`src/rtl/hdmi_cfg_pkg.sv`:
```
// Shared types and the register table for the HDMI transmitter configuration sequencer.
package hdmi_cfg_pkg;

  typedef enum logic [3:0] {
    IDLE,
    SEND_DEV,
    SEND_REG,
    SEND_DATA,
    WAIT_RSP,
    NEXT,
    BACKOFF,
    DONE,
    FAIL
  } state_t;

  // Which byte of the 3-byte write is currently outstanding at the master.
  typedef enum logic [1:0] {
    BYTE_DEV,
    BYTE_REG,
    BYTE_DATA
  } byte_sel_t;

  localparam int NUM_ENTRIES = 10;

  // {register, data} pairs written in order on every pass.
  localparam logic [15:0] CFG_TABLE [NUM_ENTRIES] = '{
    16'h4110, 16'h9803, 16'h9AE0, 16'h9C30, 16'h9D61,
    16'hA2A4, 16'hA3A4, 16'hE0D0, 16'hF900, 16'h1500
  };

endpackage

```
`src/rtl/hdmi_cfg_rom.sv`:
```
// Combinational lookup of one {register, data} table entry; out-of-range indices read as zero.
module hdmi_cfg_rom
  import hdmi_cfg_pkg::*;
(
  input  logic [3:0] idx,
  output logic [7:0] reg_addr,
  output logic [7:0] reg_data
);

  always_comb begin
    reg_addr = '0;
    reg_data = '0;
    if (int'(idx) < NUM_ENTRIES) begin
      {reg_addr, reg_data} = CFG_TABLE[idx];
    end
  end

endmodule

```
`src/rtl/hdmi_cfg_sequencer.sv`:
```
// Walks the configuration table and writes each entry to the HDMI transmitter through an
// external I2C byte master, with per-entry NACK retry/backoff and hot-plug restart.
module hdmi_cfg_sequencer
  import hdmi_cfg_pkg::*;
#(
  parameter logic [7:0]  DEV_ADDR    = 8'h72,
  parameter int          RETRY_MAX   = 3,
  parameter logic [15:0] BACKOFF_CYC = 16'd1000
) (
  input  logic       clk,
  input  logic       rst,
  input  logic       start,
  input  logic       hpd,
  output logic       req_valid,
  input  logic       req_ready,
  output logic [7:0] req_byte,
  output logic       req_start,
  output logic       req_stop,
  input  logic       rsp_valid,
  input  logic       rsp_nack,
  output logic       busy,
  output logic       done,
  output logic       error,
  output logic [3:0] entry_idx
);

  localparam int RETRY_W = (RETRY_MAX > 0) ? $clog2(RETRY_MAX + 1) : 1;
  localparam logic [RETRY_W-1:0] RETRY_LIM = RETRY_W'(RETRY_MAX);
  localparam logic [3:0] LAST_IDX = 4'(NUM_ENTRIES - 1);

  state_t             state, state_nxt;
  byte_sel_t          sel, sel_nxt;
  logic [3:0]         idx, idx_nxt;
  logic [RETRY_W-1:0] retry, retry_nxt;
  logic [15:0]        bo_cnt, bo_cnt_nxt;
  logic               done_q, done_nxt;
  logic               err_q, err_nxt;
  logic               pend, pend_nxt;
  logic               hpd_q;
  logic               hpd_rise;
  logic               hs;
  logic               restart;
  logic               take;
  logic               bo_last;
  logic [7:0]         rom_reg, rom_data;

  hdmi_cfg_rom u_rom (
    .idx      (idx),
    .reg_addr (rom_reg),
    .reg_data (rom_data)
  );

  assign hpd_rise = hpd & ~hpd_q;
  assign hs       = req_valid & req_ready;
  // A rise arriving on the very cycle a restart point is reached counts as pending.
  assign restart  = pend | hpd_rise;
  // Zero-extended so that BACKOFF_CYC of 0 still leaves after one cycle instead of wrapping.
  assign bo_last  = ({1'b0, bo_cnt} + 17'd1) >= {1'b0, BACKOFF_CYC};

  assign busy      = (state != IDLE);
  assign done      = done_q;
  assign error     = err_q;
  assign entry_idx = idx;

  // ---- state register ----
  always_ff @(posedge clk) begin
    if (rst) begin
      state  <= IDLE;
      sel    <= BYTE_DEV;
      idx    <= '0;
      retry  <= '0;
      bo_cnt <= '0;
      done_q <= 1'b0;
      err_q  <= 1'b0;
      pend   <= 1'b0;
      hpd_q  <= 1'b0;
    end else begin
      state  <= state_nxt;
      sel    <= sel_nxt;
      idx    <= idx_nxt;
      retry  <= retry_nxt;
      bo_cnt <= bo_cnt_nxt;
      done_q <= done_nxt;
      err_q  <= err_nxt;
      pend   <= pend_nxt;
      hpd_q  <= hpd;
    end
  end

  // ---- next state and request outputs ----
  always_comb begin
    state_nxt  = state;
    sel_nxt    = sel;
    idx_nxt    = idx;
    retry_nxt  = retry;
    bo_cnt_nxt = bo_cnt;
    done_nxt   = done_q;
    err_nxt    = err_q;
    pend_nxt   = pend | (hpd_rise && (state != IDLE));
    take       = 1'b0;
    req_valid  = 1'b0;
    req_byte   = '0;
    req_start  = 1'b0;
    req_stop   = 1'b0;

    case (state)
      IDLE: begin
        if (start || hpd_rise) begin
          take = 1'b1;
        end
      end

      SEND_DEV: begin
        req_valid = 1'b1;
        req_byte  = DEV_ADDR;
        req_start = 1'b1;
        if (hs) begin
          sel_nxt   = BYTE_DEV;
          state_nxt = WAIT_RSP;
        end
      end

      SEND_REG: begin
        req_valid = 1'b1;
        req_byte  = rom_reg;
        if (hs) begin
          sel_nxt   = BYTE_REG;
          state_nxt = WAIT_RSP;
        end
      end

      SEND_DATA: begin
        req_valid = 1'b1;
        req_byte  = rom_data;
        req_stop  = 1'b1;
        if (hs) begin
          sel_nxt   = BYTE_DATA;
          state_nxt = WAIT_RSP;
        end
      end

      WAIT_RSP: begin
        if (rsp_valid) begin
          if (restart) begin
            take = 1'b1;
          end else if (rsp_nack) begin
            bo_cnt_nxt = '0;
            state_nxt  = (retry < RETRY_LIM) ? BACKOFF : FAIL;
          end else begin
            case (sel)
              BYTE_DEV: state_nxt = SEND_REG;
              BYTE_REG: state_nxt = SEND_DATA;
              default:  state_nxt = NEXT;
            endcase
          end
        end
      end

      NEXT: begin
        idx_nxt   = idx + 4'd1;
        retry_nxt = '0;
        state_nxt = (idx == LAST_IDX) ? DONE : SEND_DEV;
      end

      BACKOFF: begin
        if (restart) begin
          take = 1'b1;
        end else if (bo_last) begin
          retry_nxt = retry + 1'b1;
          state_nxt = SEND_DEV;
        end else begin
          bo_cnt_nxt = bo_cnt + 16'd1;
        end
      end

      DONE: begin
        if (restart) begin
          take = 1'b1;
        end else begin
          done_nxt  = 1'b1;
          state_nxt = IDLE;
        end
      end

      FAIL: begin
        if (restart) begin
          take = 1'b1;
        end else begin
          err_nxt   = 1'b1;
          state_nxt = IDLE;
        end
      end

      default: state_nxt = IDLE;
    endcase

    // Fresh pass from entry 0, whether from IDLE or a hot-plug restart.
    if (take) begin
      state_nxt  = SEND_DEV;
      idx_nxt    = '0;
      retry_nxt  = '0;
      bo_cnt_nxt = '0;
      done_nxt   = 1'b0;
      err_nxt    = 1'b0;
      pend_nxt   = 1'b0;
    end
  end

endmodule

```
`config.mk`:
```
export PLATFORM = sky130hd
export DESIGN_NAME = hdmi_cfg_sequencer
export DESIGN_NICKNAME = d
export VERILOG_FILES = /design/src/rtl/hdmi_cfg_pkg.sv /design/src/rtl/hdmi_cfg_rom.sv /design/src/rtl/hdmi_cfg_sequencer.sv
export SDC_FILE = /design/constraint.sdc
export NUM_CORES = 1
export LEC_CHECK = 0
export CORE_MARGIN = 3
export CORE_UTILIZATION = 40
export DETAILED_ROUTE_END_ITERATION = 16
export DONT_BUFFER_PORTS = 1
export PLACE_DENSITY = 0.56
export RECOVER_POWER = 100
export SLEW_MARGIN = 20
export SYNTH_ARGS = -nofsm -noshare
export SYNTH_HDL_FRONTEND = slang
export SYNTH_HIERARCHICAL = 1
export SYNTH_SLANG_ARGS = --single-unit
```
`constraint.sdc`:
```
create_clock -name clk -period 3.1 [get_ports clk]
set_input_delay 0.31 -clock clk [delete_from_list [all_inputs] [get_ports clk]]
set_output_delay 0.31 -clock clk [all_outputs]
set_load 0.005 [all_outputs]
```
==> metrics.log <==
[metrics] most used flip-flop cell after synthesis: sky130_fd_sc_hd__dfxtp_1
[metrics] number of I/O port buffers: 0
[metrics] DP Cell Count: 371
[metrics] length of the first detailed-routing pass in iterations: 4
[metrics] final instance count without filler cells: ~380
[metrics] x dimension of the die: 81.7 um
[metrics] Avg Vias per Cell: between 5 and 6
[metrics] post-route clock skew: 0.00300 ns
[metrics] Reg clk slew, reported paths: 0.07 ns
[metrics] worst-case register-to-register setup slack: between 0.2 and 0.25 ns
[metrics] Seq/Total Area, Yosys: 28.0%
[metrics] Residual DRC: 0
[metrics] antenna violations before repair: 0
[metrics] global-route wire length before repair: 9940 um
[metrics] Critical Path End Type: register
[metrics] fraction of layout cells with a size suffix above 1: 7.44%
[metrics] library cell used as clock root buffer: sky130_fd_sc_hd__clkbuf_8
[metrics] Post-synth ARST share: 0%
[metrics] number of violations reported at the end of detailed-routing iteration 0: 192
[metrics] run status: complete, no violations
[metrics] GR Overflow Total: 0
[metrics] portion of the clock cycle consumed by the worst path in the final layout: 93.5%
[metrics] minimum period implied by the final worst setup slack: 2.90 ns
[metrics] worst-margin pin slew: between 0.8 and 0.9 ns
[metrics] I/O pin total: 25
[metrics] number of global-route vias before repair: 2080
[metrics] number of cell rows: 26
[metrics] weighted congestion at the end of routability-driven global placement: 0.849
[metrics] Yosys warning count: 6
[metrics] setup TNS: 0 ns
[metrics] number of antenna diodes: 0
[metrics] Post-synth EDFFs: 0
[metrics] CORE AREA: 5340 um^2
[metrics] kind of path behind the tightest hold check: in2reg
[metrics] Worst path max stage delay: 0.48 ns
[metrics] post-synthesis cell count: 313
[metrics] total power divided by cell area: 392 nW/um^2
[metrics] Max stage delay cell, worst path: sky130_fd_sc_hd__dfxtp_1
[metrics] Total Routed Length: between 5000 and 6000 um
[metrics] count of maximum capacitance violations: 0
[metrics] worst-case clock buffer depth: 2
[metrics] sum of net half-perimeters after detailed placement: between 4000 and 5000 um
[metrics] maximum number of pins on one net before global-route repair: 24
[metrics] CTS HTree Levels: 2
[metrics] overall fraction of global-route tracks in use: between 10% and 20%
[metrics] RSZ-0062 raised after global routing: no
[metrics] number of failing hold endpoints at the final stage: 0
[metrics] Worst Path Arrival: 3.11 ns
[metrics] Pleak: 0.852 nW
[metrics] number of setup violations in the final report: 0
[metrics] layout overhead on the synthesized area: 7.32%
[metrics] TritonCTS clock tree: done
[metrics] wire length per cell: 15.1 um
[metrics] number of post-CTS setup repair buffers: 0
[metrics] commonest non-fill, non-tap cells in the layout: sky130_fd_sc_hd__nor2_1 (39), sky130_fd_sc_hd__nand2_1 (36), sky130_fd_sc_hd__dfxtp_1 (32)
[metrics] vias post-DR: 2197
[metrics] Distinct cells, synth: 55
[metrics] # resized after CTS: 0
[metrics] Clock Sinks: 32
[metrics] Crit Path Max Fanout: 15
[metrics] hold bufs inserted after CTS: 0
[metrics] area of the die: 6670 um^2
[metrics] class of the most critical setup path: reg2reg
[metrics] remaining antenna violation count: 0
[metrics] initial core utilization: 42.9%
[metrics] syn_area_per_cell: 7.32 um^2
[metrics] critical-path cell list: ha_1 > nand3_1 > or2_1 > a2111o_1 > nor4b_2 > a21o_1 > clkbuf_2 > nand4_1 > o21ai_0
[metrics] CP startpoint kind: register
[metrics] total number of nets in the final design: ~320
[metrics] Inserted Clock Buffers: 5
[metrics] overall power of the completed layout: around 0.00096 W
[metrics] number of storage elements in the synthesis netlist: 32
[metrics] clock insertion delay at the later pin of the skew report: about 0.28 ns
[metrics] Synth Cell Area: approximately 2300 um^2
[metrics] max-slew headroom at the worst pin: 44.1%
[metrics] most common cell after layout, fill and taps aside: sky130_fd_sc_hd__nor2_1
[metrics] top achievable clock speed: between 300 and 400 MHz
[metrics] worst path required time: about 3.3 ns
[metrics] height of the die: approximately 80 um
[metrics] Slew Viols, Final: 0
[metrics] maximum VDD drop: 0.188 mV
[metrics] post-synthesis net count: 329
## synthesized netlist by cell type, types with 2 or more instances
cell type	instances	share of area [%]
sky130_fd_sc_hd__nand3_1	10	2.2
sky130_fd_sc_hd__or2_2	4	1.1
sky130_fd_sc_hd__o22ai_1	2	0.55
sky130_fd_sc_hd__o31ai_1	3	0.98
sky130_fd_sc_hd__or3_1	2	0.55
sky130_fd_sc_hd__o211ai_1	2	0.66
sky130_fd_sc_hd__a211o_1	2	0.77
sky130_fd_sc_hd__clkbuf_1	11	1.8
sky130_fd_sc_hd__a41oi_1	2	0.77
sky130_fd_sc_hd__inv_1	9	1.5
sky130_fd_sc_hd__and3_1	7	1.9
sky130_fd_sc_hd__nor4b_1	2	0.77
sky130_fd_sc_hd__nor3_1	9	2.0
sky130_fd_sc_hd__and2_1	6	1.6
sky130_fd_sc_hd__a311oi_1	2	0.77
sky130_fd_sc_hd__mux2i_1	6	2.6
sky130_fd_sc_hd__dfxtp_1	32	28
sky130_fd_sc_hd__ha_1	9	4.9
sky130_fd_sc_hd__nor2b_1	10	2.7
sky130_fd_sc_hd__nand3b_1	2	0.66
sky130_fd_sc_hd__a21o_1	2	0.66
sky130_fd_sc_hd__a21oi_1	17	3.7
sky130_fd_sc_hd__o21ai_1	6	1.3
sky130_fd_sc_hd__xnor2_1	2	0.77
sky130_fd_sc_hd__o21ai_0	15	3.3
sky130_fd_sc_hd__a21bo_2	2	0.87
sky130_fd_sc_hd__nand2b_1	6	1.6
sky130_fd_sc_hd__nor4_1	8	2.2
sky130_fd_sc_hd__nor2_1	39	6.4
sky130_fd_sc_hd__xor2_1	2	0.77
sky130_fd_sc_hd__a31oi_1	7	1.9
sky130_fd_sc_hd__nand2_1	36	5.9
sky130_fd_sc_hd__a211oi_1	2	0.66
sky130_fd_sc_hd__a32o_1	6	2.6
sky130_fd_sc_hd__buf_2	4	0.87
sky130_fd_sc_hd__nand4_1	5	1.4
sky130_fd_sc_hd__buf_4	4	1.3
## layout make-up
type,instances,area (um^2)
multi-input cells,252,1520
clock inverters,1,30.0
clock buffers,7,96.3
inverters,9,33.8
well taps,70,87.6
fillers,550,2880
repair buffers,8,46.3
flip-flops and latches,32,641
## power by group
group,total (W),switching (W),internal [W]
sequential,0.000417,0.00000250,0.000415
combinational,0.000102,0.0000683,0.0000334
clock,0.000445,0.000161,0.000284
## worst max-delay path, delay by kind of cell, from the launching register on
kind | cells | cell delay, ns
adder cells (fa/ha/maj) | 1 | 0.35
AO/OA/AOI/OAI | 3 | 0.99
buffers and inverters | 1 | 0.26
flip-flops | 1 | 0.48
AND/OR/NAND/NOR | 4 | 0.74
## flip-flops by register name, indices dropped and copies added (netlist names)
name,cells
bo_cnt,16
retry,2
state,4
error,1
entry_idx,4
pend,1
sel,2
hpd_q,1
done,1
## path summary, 6_finish.rpt
kind / startpoint / to / depth (start not counted)
min: rst / sel[1]$_SDFFE_PP0P_ / 1
max: bo_cnt[0]$_SDFFE_PP0P_ / bo_cnt[1]$_SDFFE_PP0P_ / 9
max reg2reg: bo_cnt[0]$_SDFFE_PP0P_ / bo_cnt[1]$_SDFFE_PP0P_ / 9
min reg2reg: retry[1]$_SDFFE_PP0P_ / retry[1]$_SDFFE_PP0P_ / 2
## kinds of logic (layout without fill, tap and decap cells)
group                    after synthesis  count (layout)  share of synthesized area [%]
AND/OR/NAND/NOR                      154             154                           34.4
AO/OA/AOI/OAI                         77              77                           22.2
flip-flops                            32              32                           28.0
buffers and inverters                 29              25                           5.63
adder cells (fa/ha/maj)                9               9                           4.92
multiplexers                           7               7                           3.11
XOR/XNOR                               4               4                           1.53
other                                  1               1                          0.164
## metrics by stage
stage	worst slack [ns]	instance area [um^2]	util [%]	hold WS (ns)
2_1_floorplan	0.586	2290	-	0.379
3_3_place_gp	0.351	2340	43.9	0.383
3_5_place_dp	0.252	2340	43.9	0.382
4_1_cts	0.216	2470	46.3	0.0722
5_1_grt	0.0144	2460	46.1	0.0712
6_report	0.201	2460	46.1	0.0855
## routing by layer
layer / part of all wire [%] / routed length, um / up-vias / GRT usage, %
met4: 0.94 / 54 / 0 / 7.48
li1: - / - / 1119 / -
met2: 45 / 2590 / 57 / 29.4
met1: 49 / 2810 / 1015 / 25.3
met3: 4.9 / 279 / 6 / 3.95
met5: 0 / 0 / - / 0
Power figures use the tool's default switching activity.
